==> config.mk <==
export PLATFORM = sky130hd
export DESIGN_NAME = smpl_capture
export DESIGN_NICKNAME = d
export VERILOG_FILES = /design/src/rtl/smpl_capture.sv
export SDC_FILE = /design/constraint.sdc
export NUM_CORES = 1
export LEC_CHECK = 0
export ABC_CLOCK_PERIOD_IN_PS = 3920
export BUFFER_PORTS_ARGS = -buffer_cell sky130_fd_sc_hd__buf_4
export CAP_MARGIN = 20
export CORE_ASPECT_RATIO = 1.75
export CORE_MARGIN = 2
export CORE_UTILIZATION = 50
export CTS_CLUSTER_DIAMETER = 80
export DETAILED_ROUTE_END_ITERATION = 8
export PLACE_DENSITY = 0.76
export SLEW_MARGIN = 30
export SYNTH_ARGS = -nofsm -noshare
export SYNTH_HDL_FRONTEND = slang
export SYNTH_SLANG_ARGS = --single-unit
==> constraint.sdc <==
create_clock -name clk -period 3.92 [get_ports clk]
set_input_delay 0.588 -clock clk [delete_from_list [all_inputs] [get_ports clk]]
set_output_delay 0.588 -clock clk [all_outputs]
set_load 0.05 [all_outputs]
==> src/rtl/smpl_capture.sv <==
// Capture controller: writes strobed samples into a circular RAM, enforces a
// pre-trigger fill, waits for a trigger, keeps trig_pos post-trigger samples.
module smpl_capture #(
    parameter int unsigned ENTRIES = 384,
    parameter int unsigned ADDR_W  = 9
) (
    input  logic              clk,
    input  logic              rst_n,
    input  logic              wrt_smpl,
    input  logic [7:0]        smpl,
    input  logic              run,
    input  logic [ADDR_W-1:0] trig_pos,
    input  logic              triggered,
    output logic              armed,
    output logic              we,
    output logic [ADDR_W-1:0] waddr,
    output logic [7:0]        wdata,
    output logic              capture_done,
    output logic [ADDR_W-1:0] trig_addr
);

    localparam int unsigned CNT_W = ADDR_W + 1;
    localparam logic [ADDR_W-1:0] LAST_ADDR = ADDR_W'(ENTRIES - 1);

    typedef enum logic [2:0] {
        S_IDLE,
        S_PRE,
        S_ARMED,
        S_POST,
        S_DONE
    } state_e;

    state_e            state_q, state_d;
    logic [ADDR_W-1:0] wptr_q, wptr_d;
    logic [CNT_W-1:0]  pre_cnt_q, pre_cnt_d;
    logic [ADDR_W-1:0] post_cnt_q, post_cnt_d;
    logic              armed_q, armed_d;
    logic              we_q, we_d;
    logic [ADDR_W-1:0] waddr_q, waddr_d;
    logic [7:0]        wdata_q, wdata_d;
    logic              done_q, done_d;
    logic [ADDR_W-1:0] trig_addr_q, trig_addr_d;

    logic [ADDR_W-1:0] tp_c;
    logic [CNT_W-1:0]  pre_n_c;
    logic [CNT_W-1:0]  pre_inc_c;
    logic              wr_c;
    logic              start_c;

    // Saturate the post-trigger count so at least one pre-trigger sample is kept.
    assign tp_c      = (trig_pos > LAST_ADDR) ? LAST_ADDR : trig_pos;
    assign pre_n_c   = CNT_W'(ENTRIES) - CNT_W'(tp_c);
    assign pre_inc_c = pre_cnt_q + CNT_W'(1);

    always_comb begin
        state_d     = state_q;
        wptr_d      = wptr_q;
        pre_cnt_d   = pre_cnt_q;
        post_cnt_d  = post_cnt_q;
        armed_d     = armed_q;
        we_d        = 1'b0;
        waddr_d     = waddr_q;
        wdata_d     = wdata_q;
        done_d      = done_q;
        trig_addr_d = trig_addr_q;
        wr_c        = 1'b0;
        start_c     = 1'b0;

        case (state_q)
            S_IDLE: begin
                if (run) start_c = 1'b1;
            end
            S_PRE: begin
                if (wrt_smpl) begin
                    wr_c      = 1'b1;
                    pre_cnt_d = pre_inc_c;
                    if (pre_inc_c >= pre_n_c) begin
                        state_d = S_ARMED;
                        armed_d = 1'b1;
                    end
                end
            end
            S_ARMED: begin
                if (wrt_smpl) begin
                    wr_c = 1'b1;
                    if (triggered) begin
                        state_d    = S_POST;
                        post_cnt_d = '0;
                    end
                end
            end
            S_POST: begin
                // Once the post-trigger quota is met no further samples are taken.
                if (post_cnt_q == tp_c) begin
                    state_d     = S_DONE;
                    done_d      = 1'b1;
                    armed_d     = 1'b0;
                    trig_addr_d = waddr_q;
                end else if (wrt_smpl) begin
                    wr_c       = 1'b1;
                    post_cnt_d = post_cnt_q + ADDR_W'(1);
                end
            end
            S_DONE: begin
                if (run) start_c = 1'b1;
            end
            default: state_d = S_IDLE;
        endcase

        if (start_c) begin
            state_d    = S_PRE;
            wptr_d     = '0;
            pre_cnt_d  = '0;
            post_cnt_d = '0;
            done_d     = 1'b0;
            armed_d    = 1'b0;
        end

        if (wr_c) begin
            we_d    = 1'b1;
            waddr_d = wptr_q;
            wdata_d = smpl;
            wptr_d  = (wptr_q == LAST_ADDR) ? '0 : wptr_q + ADDR_W'(1);
        end
    end

    always_ff @(posedge clk or negedge rst_n) begin
        if (!rst_n) begin
            state_q     <= S_IDLE;
            wptr_q      <= '0;
            pre_cnt_q   <= '0;
            post_cnt_q  <= '0;
            armed_q     <= 1'b0;
            we_q        <= 1'b0;
            waddr_q     <= '0;
            wdata_q     <= '0;
            done_q      <= 1'b0;
            trig_addr_q <= '0;
        end else begin
            state_q     <= state_d;
            wptr_q      <= wptr_d;
            pre_cnt_q   <= pre_cnt_d;
            post_cnt_q  <= post_cnt_d;
            armed_q     <= armed_d;
            we_q        <= we_d;
            waddr_q     <= waddr_d;
            wdata_q     <= wdata_d;
            done_q      <= done_d;
            trig_addr_q <= trig_addr_d;
        end
    end

    assign armed        = armed_q;
    assign we           = we_q;
    assign waddr        = waddr_q;
    assign wdata        = wdata_q;
    assign capture_done = done_q;
    assign trig_addr    = trig_addr_q;

endmodule

==> metrics.txt <==
Final TNS setup 0 ps; RSZ-0062 raised after global routing no; Clk pin slew, worst setup/hold paths 50 ps; layout cells sized above 1 26.8%; 1st-pass router iterations 4; CP Cell Sequence buf_4, or2_1, a211oi_1, a21oi_1, or4_1, o21ai_4, buf_4, mux2_2; post-synthesis cell count 344; largest area contributor in the netlist dfrtp_1; Max VDD drop about 440 µV; FP Rows 40; Finished Layout Cells a little under 500; Setup CP Type input port to register; I/O pin total 51; Clock Sinks 60; Worst Path Max Fanout 25; pin count of the biggest net entering global routing 61; Die Area roughly 7700 µm²; first-pass GRT wire length ~13000 µm; Final setup viols 0; LEAKAGE just under 2 nW; vias in the first global route 2879; CP Capture Type register; syn nets between 300 and 400; Iter 0 DRT Violations 145; Final period util a little over 70%; # hold bufs at CTS 0; worst skew pair latency ~330 ps; Synth-to-Final Area Change 19.7%; main flop type after synthesis dfrtp_1; grt ovf 0; post-CTS setup buffer count 0; status complete, no violations; met1 Use GR 25.2%; sequential fraction of the synthesis area 43.2%; path depth of the worst reg2reg path 7; Starting Density roughly half; most used routing layer met2; Synth area leaders dfrtp_1, ha_1, mux2_2, mux2_4, o21ai_0; antenna cell count 0; Vias/cell slightly below 6; top cell type's share of synthesized area 43.2%; final hold violations 0; Pwr per Cell Area between 500 and 600 nW/µm²; CTS tree done; ys async rst share 100%; antenna violations before repair 0; Slew Limit Fails 0; DP Wirelength 5730 µm; met3 usage 3.64%; nets 430; EDFF count, synth 0; Netlist cell types 52; routed vias roughly 2900; Worst path max stage delay approximately 750 ps; Startpoint Class input port; maxcap violations 0; Final Skew 6.48 ps; TritonCTS buffer count 9; CP Data Required Time 4130 ps; Port Buf Inserts 50; Cell Area, Synth 3480 µm²; CP Data Arrival Time slightly above 3000 ps; Worst Max-Slew Pin Slew slightly below 900 ps; grt met2 use 40.7%; Peak Freq 0.352 GHz; gpl congestion 0.849; ANT nets after route 0; final wirelength about 8000 µm; Core Region 6810 µm²; Global Route Usage Sum 22.9%; most used cell, CP buf_4; worst hold path type input port to async pin; Tmin final 2840 ps; Die Span Y 114 µm; post_cts resized 0; deepest clock path buffer count 2; Die Wd 67.0 µm; crit path max-delay cell type or4_1; syn avg cell area 10.1 µm²; mean routed wirelength per cell 16.4 µm; Synth Warn # 0; Root Driver clkbuf_16; synthesized flop and latch total 60; DRC Markers 0; Placed Cells incl. Taps about 470; H-tree levels 3; Worst slew margin 40.9%
path summary, 6_finish.rpt:
kind                          startpoint            to  slack, ps
min in group clk                 smpl[4]      wdata[4]        490
min reg2reg                 capture_done  capture_done        500
max                          trig_pos[8]      wdata[2]       1080
min                                rst_n  trig_addr[4]        330
max in group asynchronous          rst_n  trig_addr[1]       3080
max reg2reg                post_cnt_q[8]      wdata[2]       1080
metal layers:
metal,wire [µm],up-vias
met4,231,0
met1,3050,1411
met2,4370,71
li1,-,1378
met3,241,20
met5,0,-
through the flow:
| stage | utilization, % | setup WS [ps] | power, W | hold WS, ps | area (µm²) |
|---|---|---|---|---|---|
| after global routing | 61.1 | 807 | 0.00255 | 407 | 4160 |
| after detailed placement | 56.9 | 757 | 0.00169 | 489 | 3870 |
| after global placement | 56.9 | 829 | 0.00167 | 482 | 3870 |
| after CTS | 61.1 | 1080 | 0.00245 | 357 | 4160 |
| final | 61.1 | 1080 | 0.00243 | 330 | 4160 |
| after floorplan | - | 1200 | 0.00146 | 292 | 3480 |
cell type report:
| cell class | instances | area (µm²) |
|---|---|---|
| well taps | 84 | 105 |
| clock inverters | 4 | 22.5 |
| fillers | 606 | 2650 |
| inverters | 8 | 30.0 |
| repair buffers | 52 | 390 |
| multi-input cells | 263 | 1850 |
| clock buffers | 12 | 267 |
| flip-flops and latches | 60 | 1500 |
report_power, final:
group / leakage, nW / internal, W / switching, W / total, W
Combinational: 1.05 / 0.000311 / 0.000531 / 0.000842
Clock: 0.144 / 0.000475 / 0.000270 / 0.000745
Sequential: 0.798 / 0.000730 / 0.000112 / 0.000842
Total: 1.99 / 0.00152 / 0.000913 / 0.00243
sequential cells by signal (all words and copies together), names as in the netlist:
signal / count
pre_cnt_q: 10
post_cnt_q: 9
trig_addr: 9
waddr: 9
wptr_q: 9
wdata: 8
state_q: 3
armed: 1
capture_done: 1
we: 1
cells in the final DEF, fill, tap and decap left out, drive strengths merged, types with 3 or more instances in the layout:
| master | instances |
|---|---|
| a211oi | 4 |
| a21o | 3 |
| a21oi | 16 |
| a31o | 5 |
| a32oi | 4 |
| and2 | 4 |
| and3 | 11 |
| buf | 52 |
| clkbuf | 12 |
| clkinv | 3 |
| dfrtp | 60 |
| ha | 14 |
| inv | 8 |
| mux2 | 26 |
| nand2 | 34 |
| nand2b | 7 |
| nand3 | 16 |
| nor2 | 18 |
| nor2b | 4 |
| nor3 | 9 |
| o211ai | 7 |
| o21ai | 28 |
| o311ai | 4 |
| o31ai | 8 |
| or2 | 4 |
| xnor2 | 5 |
| xor2 | 8 |
cells by family (layout without fill, tap and decap cells):
group	count (synthesis)	in the layout	synth area share, %
compound gates	91	91	17.6
xor+xnor	13	13	3.28
fa+ha+maj	14	14	5.04
buf+inv	21	76	3.71
flops	60	60	43.2
mux	27	27	9.79
other cells	1	1	0.108
simple gates	117	117	17.2
synth_stat cells (2+ instances only):
cell type / count
inv_1: 8
nand4_1: 2
or2_2: 3
nand2b_1: 7
o21ai_0: 27
o211ai_1: 7
o22ai_1: 2
ha_1: 14
a31o_2: 5
a22o_1: 2
mux2_2: 15
o31ai_1: 8
o21a_1: 2
dfrtp_1: 60
nand3_1: 16
buf_6: 4
nor2b_1: 4
xor2_1: 8
a21oi_2: 2
xnor2_1: 5
nand2_1: 34
a211oi_1: 4
mux2_4: 10
nor2_1: 17
a32oi_1: 4
o311ai_0: 4
and2_1: 4
a21o_1: 3
a21oi_1: 14
clkbuf_1: 7
and3_1: 11
o41ai_1: 2
nor3_1: 9
nor4_1: 2
critical path, delay by kind of cell:
kind            cells  cell delay (ps)
compound gates      3              540
mux                 1              390
simple gates        2             1000
buf+inv             2              500
(Power assumes the default switching activity.)
